`src/rtl/mul_arbiter.sv`:
```
//----------------------------------------------------------------------------
// Module  : mul_arbiter
// Shares one sequential multiplier between two requesters (round-robin, watchdog).
// Rev 1.0 : initial release
//----------------------------------------------------------------------------
`default_nettype none

module mul_arbiter #(
    parameter int WIDTH       = 64,
    parameter int TIMEOUT_CYC = 255
) (
    input  logic                 clk,
    input  logic                 reset_n,
    input  logic                 req0,
    input  logic                 req1,
    input  logic [WIDTH-1:0]     a0,
    input  logic [WIDTH-1:0]     b0,
    input  logic [WIDTH-1:0]     a1,
    input  logic [WIDTH-1:0]     b1,
    output logic                 gnt0,
    output logic                 gnt1,
    output logic                 done0,
    output logic                 done1,
    output logic [2*WIDTH-1:0]   res0,
    output logic [2*WIDTH-1:0]   res1,
    output logic [WIDTH-1:0]     m_multiplier,
    output logic [WIDTH-1:0]     m_multiplicand,
    output logic                 m_op_start,
    output logic                 m_op_clear,
    input  logic                 m_op_done,
    input  logic [2*WIDTH-1:0]   m_result,
    output logic                 busy,
    output logic                 timeout_err
);

    localparam logic [15:0] c_TIMEOUT = 16'(TIMEOUT_CYC);

    typedef enum logic [1:0] {
        S_IDLE  = 2'd0,
        S_RUN   = 2'd1,
        S_CLEAR = 2'd2,
        S_RESP  = 2'd3
    } state_t;

    state_t               state_q, state_d;
    logic                 last_gnt_q, last_gnt_d;
    logic                 winner_q, winner_d;
    logic [15:0]          wdog_q, wdog_d;
    logic                 gnt0_q, gnt0_d, gnt1_q, gnt1_d;
    logic                 done0_q, done0_d, done1_q, done1_d;
    logic [2*WIDTH-1:0]   res0_q, res0_d, res1_q, res1_d;
    logic [WIDTH-1:0]     mult_q, mult_d, mcand_q, mcand_d;
    logic                 start_q, start_d, clear_q, clear_d;
    logic                 busy_q, busy_d, terr_q, terr_d;
    logic                 w_win;
    logic                 w_finish;

    always_ff @(posedge clk or negedge reset_n) begin
        if (!reset_n) begin
            state_q    <= S_IDLE;
            last_gnt_q <= 1'b1;
            winner_q   <= 1'b0;
            wdog_q     <= '0;
            gnt0_q     <= 1'b0;
            gnt1_q     <= 1'b0;
            done0_q    <= 1'b0;
            done1_q    <= 1'b0;
            res0_q     <= '0;
            res1_q     <= '0;
            mult_q     <= '0;
            mcand_q    <= '0;
            start_q    <= 1'b0;
            clear_q    <= 1'b0;
            busy_q     <= 1'b0;
            terr_q     <= 1'b0;
        end else begin
            state_q    <= state_d;
            last_gnt_q <= last_gnt_d;
            winner_q   <= winner_d;
            wdog_q     <= wdog_d;
            gnt0_q     <= gnt0_d;
            gnt1_q     <= gnt1_d;
            done0_q    <= done0_d;
            done1_q    <= done1_d;
            res0_q     <= res0_d;
            res1_q     <= res1_d;
            mult_q     <= mult_d;
            mcand_q    <= mcand_d;
            start_q    <= start_d;
            clear_q    <= clear_d;
            busy_q     <= busy_d;
            terr_q     <= terr_d;
        end
    end

    // With both requesting, the one not served last wins; otherwise the sole requester.
    assign w_win    = (req0 && req1) ? ~last_gnt_q : req1;
    assign w_finish = m_op_done || ((wdog_q + 16'd1) == c_TIMEOUT);

    always_comb begin
        state_d    = state_q;
        last_gnt_d = last_gnt_q;
        winner_d   = winner_q;
        wdog_d     = wdog_q;
        gnt0_d     = 1'b0;
        gnt1_d     = 1'b0;
        done0_d    = 1'b0;
        done1_d    = 1'b0;
        res0_d     = res0_q;
        res1_d     = res1_q;
        mult_d     = mult_q;
        mcand_d    = mcand_q;
        start_d    = start_q;
        clear_d    = clear_q;
        terr_d     = terr_q;

        case (state_q)
            S_IDLE: begin
                if (req0 || req1) begin
                    winner_d = w_win;
                    gnt0_d   = ~w_win;
                    gnt1_d   = w_win;
                    mult_d   = w_win ? a1 : a0;
                    mcand_d  = w_win ? b1 : b0;
                    start_d  = 1'b1;
                    wdog_d   = '0;
                    state_d  = S_RUN;
                end
            end
            S_RUN: begin
                wdog_d = wdog_q + 16'd1;
                if (w_finish) begin
                    // A completed product always beats a watchdog expiring on the same cycle.
                    if (winner_q) res1_d = m_op_done ? m_result : '0;
                    else          res0_d = m_op_done ? m_result : '0;
                    if (!m_op_done) terr_d = 1'b1;
                    start_d = 1'b0;
                    clear_d = 1'b1;
                    state_d = S_CLEAR;
                end
            end
            S_CLEAR: begin
                clear_d = 1'b0;
                state_d = S_RESP;
            end
            default: begin
                done0_d    = ~winner_q;
                done1_d    = winner_q;
                last_gnt_d = winner_q;
                state_d    = S_IDLE;
            end
        endcase

        busy_d = (state_d != S_IDLE);
    end

    assign gnt0           = gnt0_q;
    assign gnt1           = gnt1_q;
    assign done0          = done0_q;
    assign done1          = done1_q;
    assign res0           = res0_q;
    assign res1           = res1_q;
    assign m_multiplier   = mult_q;
    assign m_multiplicand = mcand_q;
    assign m_op_start     = start_q;
    assign m_op_clear     = clear_q;
    assign busy           = busy_q;
    assign timeout_err    = terr_q;

endmodule

`default_nettype wire

```
`config.mk`:
```
export PLATFORM = sky130hd
export DESIGN_NAME = mul_arbiter
export DESIGN_NICKNAME = d
export VERILOG_FILES = /design/src/rtl/mul_arbiter.sv
export SDC_FILE = /design/constraint.sdc
export NUM_CORES = 1
export LEC_CHECK = 0
export CAP_MARGIN = 20
export CORE_AREA = 8 8 300 302
export CTS_BUF_LIST = sky130_fd_sc_hd__clkbuf_4 sky130_fd_sc_hd__clkbuf_8 sky130_fd_sc_hd__clkbuf_16
export DETAILED_ROUTE_END_ITERATION = 6
export DIE_AREA = 0 0 308 310
export SLEW_MARGIN = 30
export SYNTH_ARGS = -nofsm -noshare
export SYNTH_HDL_FRONTEND = slang
export SYNTH_SLANG_ARGS = --single-unit
```
`constraint.sdc`:
```
create_clock -name clk -period 2.85 [get_ports clk]
set_input_delay 0.57 -clock clk [delete_from_list [all_inputs] [get_ports clk]]
set_output_delay 0.57 -clock clk [all_outputs]
set_load 0.01 [all_outputs]
```
After elaboration in Yosys (flattened, before gate mapping)

Index checks and enable logic that the tools add are counted.

Bits in registers: 412
Output and inout bits: 392

Add/sub/neg operators: 1
Eq/ne operators: 5
Reduce and logical (&&, ||, !) cells: 15
Bitwise logic cells: 4
Mux-type cells: 20

Operator list:

| operator                                                         | number |
|---|---|
| 128-bit two-way mux                                              | 1 |
| 64-bit two-way mux                                               | 2 |
| 16-bit case mux with 2 select lines                              | 1 |
| 16-bit by 1-bit adder with 16-bit output, second input constant  | 1 |
| 16-bit by 8-bit == test with 1-bit output, second input constant | 1 |
| 16-bit two-way mux                                               | 1 |
| 3-bit AND reduction                                              | 4 |
| 1-bit two-way mux                                                | 10 |
| 2-bit case mux with 3 select lines                               | 1 |
| 2-bit AND reduction                                              | 3 |
| 2-bit nonzero test                                               | 3 |
| 2-bit two-way mux                                                | 2 |
| 2-bit inequality test, second input constant                     | 2 |
| 1-bit inverter                                                   | 4 |
| 1-bit case mux with 2 select lines                               | 2 |
| 3-bit OR reduction                                               | 1 |
| 2-bit by 1-bit == test with 1-bit output, second input constant  | 1 |
| 2-bit == test, second input constant                             | 1 |
| 2-bit logical NOT                                                | 1 |
| 1-bit logical OR                                                 | 2 |
| 1-bit logical AND                                                | 1 |

Logic depth before layout (Yosys ltp)

Depth after elaboration: 6
Gate-level depth with buffers: 9

Worst setup path after synthesis

Ideal clock, no wire load.

Path type: register to register
Start point: register wdog_q[0]
End point: register res0_q[0] (netlist: res0[0])
Setup slack: 558 ps
Required time: 2,723 ps
Buffers on the path: 2
Period minus slack after synthesis: 2,292 ps
Data arrival time: 2,165 ps
Stages on the path, launching flop included: 9
Cell sequence: dfrtp_1 > ha_1 > nand3_1 > nor3_2 > a31oi_2 > o31ai_4 > buf_6 > buf_4 > o21ai_1

Cells in the longest elaborated chain, start to end: 4

RTL lines:

| what                                      | line | RTL |
|---|---|---|
| start: declaration                        | 48   | `logic [15:0] wdog_q, wdog_d;` |
| start signal: assignment                  | 80   | `wdog_q <= wdog_d;` |
| 16-bit by 1-bit adder with 16-bit output  | 98   | `assign w_finish = m_op_done \|\| ((wdog_q + 16'd1) == c_TIMEOUT);` |
| 16-bit by 8-bit == test with 1-bit output | 98   |  |
| 1-bit logical OR                          | 98   |  |
| 3-bit AND reduction (no line)             | -    |  |
| end signal: assignment                    | 85   | `res0_q <= res0_d;` |
| end: declaration                          | 51   | `logic [2*WIDTH-1:0] res0_q, res0_d, res1_q, res1_d;` |

No other way between the ends.
A chain may end at the register's enable or synchronous reset.

Final worst setup path

Start point: register wdog_q[4]
End point: register res0_q[113] (netlist: res0[113])

The elaborated chain is that of the path after synthesis.

==> results.sh <==
export IMPL_fin_area_sq_mm=0.0288
export IMPL_cp_start_kind="flip-flop"
export IMPL_rows=108
export IMPL_synth_most_common_cell="dfrtp_1"
export IMPL_area_growth_pct=62.4
export IMPL_grt_pass1_vias=16900
export IMPL_cts_tree="yes"
export IMPL_synth_cell_area_sq_mm=0.0177
export IMPL_synth_nets=2100
export IMPL_drv_cap=0
export IMPL_synth_area_leaders="dfrtp_1, a22oi_1, inv_1"
export IMPL_die_w_um=308
export IMPL_cts_root_buf="clkbuf_16"
export IMPL_clock_skew_ps=15.0
export IMPL_pin_count=781
export IMPL_crit_type="reg2reg"
export IMPL_finalMaxSlewViolations=0
export IMPL_syn_area_per_cell_sq_um=10.4
export IMPL_hold_viol=0
export IMPL_nFillCells=8743
export IMPL_yosys_register_bits=412
export IMPL_worstSkewPairLatency_ps=580
export IMPL_seq_area_frac_synth=0.582
export IMPL_powerDensity_mw_per_mm2=1050
export IMPL_violations="design-rule violations"
export IMPL_cts_buffer_depth=3
export IMPL_synth_top_cell_area_share=0.580
export IMPL_final_nets=2863
export IMPL_period_share=0.917
export IMPL_grt_overflow_total=0
export IMPL_tightest_slew_ps=904
export IMPL_routed_via_count=16600
export IMPL_worst_path_max_fanout=40
export IMPL_leakagePower_nw=13.3
export IMPL_cts_setup_buffers=0
export IMPL_antenna_found_initial=5
export IMPL_drive_gt1_frac=0.0701
export IMPL_ys_types=48
export IMPL_fin_tns_setup_ps=0
export IMPL_drt_iter0_drc=1618
export IMPL_placed_area_sq_mm=0.0271
export IMPL_finalWirelength_mm=79.7
export IMPL_grt_pass1_wl_mm=115
export IMPL_clk_pin_slew_ps=60
export IMPL_htreeDepth=2
export IMPL_synth_largest_area_cell="dfrtp_1"
export IMPL_fmax_mhz=383
export IMPL_firstDrtPassIters=7
export IMPL_synth_edf_count=0
export IMPL_grt_max_degree=132
export IMPL_min_period_ps=2610
export IMPL_initial_core_util=0.207
export IMPL_post_drt_wl_per_cell_um=21.7
export IMPL_ant_nets=0
export IMPL_netlist_instances=1709
export IMPL_drc=2
export IMPL_relSlewSlack=0.398
export IMPL_hold_path_class="reg2reg"
export IMPL_synthArstFlopShare=1.00
export IMPL_synth_main_ff_cell="dfrtp_1"
export IMPL_setup_slack_ps=237
export IMPL_die_h_um=310
export IMPL_gp_congestion=0.807
export IMPL_synth_cells_most_frequent="dfrtp_1, inv_1, a22oi_1"
export IMPL_setup_viol=0
export IMPL_cts_sinks=412
export IMPL_r2r_slack_ps=240
export IMPL_ir_drop_v=0.000779
export IMPL_cp_arrival_ps=3050
export IMPL_core_sq_mm=0.0857
export IMPL_synth_warnings=0
export IMPL_place_ws_ps=102
export IMPL_die_area_sq_mm=0.0955
export IMPL_numCtsBuffers=49
export IMPL_status="complete, but fails checks"
export IMPL_io_buffers=780
export IMPL_via_per_inst=4.53
export IMPL_grt_use_total=0.156
export IMPL_hpwl_mm=61.2
export IMPL_cp_required_ps=3290
export IMPL_endpoint_kind="flip-flop"
-- worst paths after layout --
path	startpoint	to	cells past startpoint
worst min register to register	timeout_err$_DFFE_PN0P_	timeout_err$_DFFE_PN0P_	1
max in group asynchronous	reset_n	m_multiplier[36]$_DFFE_PN0P_	3
worst min-delay path	timeout_err$_DFFE_PN0P_	timeout_err$_DFFE_PN0P_	1
min in group asynchronous	reset_n	res0[27]$_DFFE_PN0P_	2
worst max register to register	wdog_q[4]$_DFFE_PN0P_	res0[113]$_DFFE_PN0P_	8
worst max-delay path	wdog_q[4]$_DFFE_PN0P_	res0[113]$_DFFE_PN0P_	8
-- stage by stage --
step / total power, mW / std cells / util / hold WS, ps
floorplan: 16.0 / 1709 / - / 274
global placement: 24.0 / 3575 / 0.317 / 460
detailed placement: 24.3 / 3575 / 0.317 / 463
CTS: 30.8 / 3663 / 0.336 / 19.6
global route: 32.2 / 3665 / 0.336 / 507
finish: 30.3 / 3666 / 0.336 / 468
-- routing by layer --
layer,wire (um),track usage,vias to the layer above,part of all wire
li1,-,-,7661,-
met1,28800,0.173,8041,0.36
met2,39300,0.269,778,0.49
met3,7350,0.0510,131,0.092
met4,4180,0.0763,0,0.053
met5,0,0,-,0
-- logic make-up (layout without fill, tap and decap cells) --
group	count (synthesis)	after routing	synth area share
compound gates	699	699	0.274
flops	412	412	0.582
other cells	0	2	0
xor+xnor	2	2	0.000988
fa+ha+maj	2	2	0.00141
simple gates	68	68	0.0203
buf+inv	525	1325	0.121
mux	1	1	0.000565
-- cell usage in the layout, fill, tap and decap left out, types with 2 or more instances in the layout --
cell type	instances
a31oi_1	5
clkbuf_16	50
dfrtp_1	411
o21ai_0	249
clkdlybuf4s50_1	779
buf_12	21
o21ai_1	34
nor2_4	2
clkbuf_4	8
a21o_1	3
buf_4	48
nor3_1	3
a22oi_1	256
a21boi_0	2
inv_1	387
nand4_1	9
diode_2	2
and3_1	3
or3_1	2
nor2_1	12
nand2_1	13
clkbuf_8	13
nand3_1	8
a21oi_1	8
clkinvlp_4	3
clkinv_2	10
a222oi_1	128
o31ai_1	2
nand4b_1	2
-- worst max-delay path, stage by stage, from the launching register on --
cell and delay, ps:
dfrtp_1 510, nand4_1 310, nor2_2 260, mux2i_1 250, a31oi_2 160, o31ai_4 340
buf_12 240, buf_12 230, o21ai_0 120
-- sequential cells by signal (all words and copies together) (netlist names), 2 cells and up --
signal / flops
m_multiplicand: 64
m_multiplier: 64
res0: 128
res1: 128
state_q: 2
wdog_q: 16
-- layout make-up --
class | count | area, sq um | share of cell area
Sequential cell | 412 | 10300 | 0.358
Inverter | 387 | 1450 | 0.0505
Antenna cell | 2 | 5.00 | 0.000174
Tap cell | 1155 | 1450 | 0.0502
Clock inverter | 17 | 136 | 0.00474
Timing Repair Buffer | 850 | 8600 | 0.299
Clock buffer | 71 | 1490 | 0.0518
Multi-Input combinational cell | 772 | 5350 | 0.186
-- report_power, final --
part / internal [mW] / switching [mW]
clock network: 3.72 / 2.59
logic: 7.15 / 6.82
registers: 8.16 / 1.84
-- timing repair --
action | in CTS | in global routing
endpoints found under the setup margin | 0 | 149
gates resized for setup | 0 | 4
hold endpoints to repair | 0 | 1
hold buffers | 0 | 1
(Power assumes the default switching activity.)
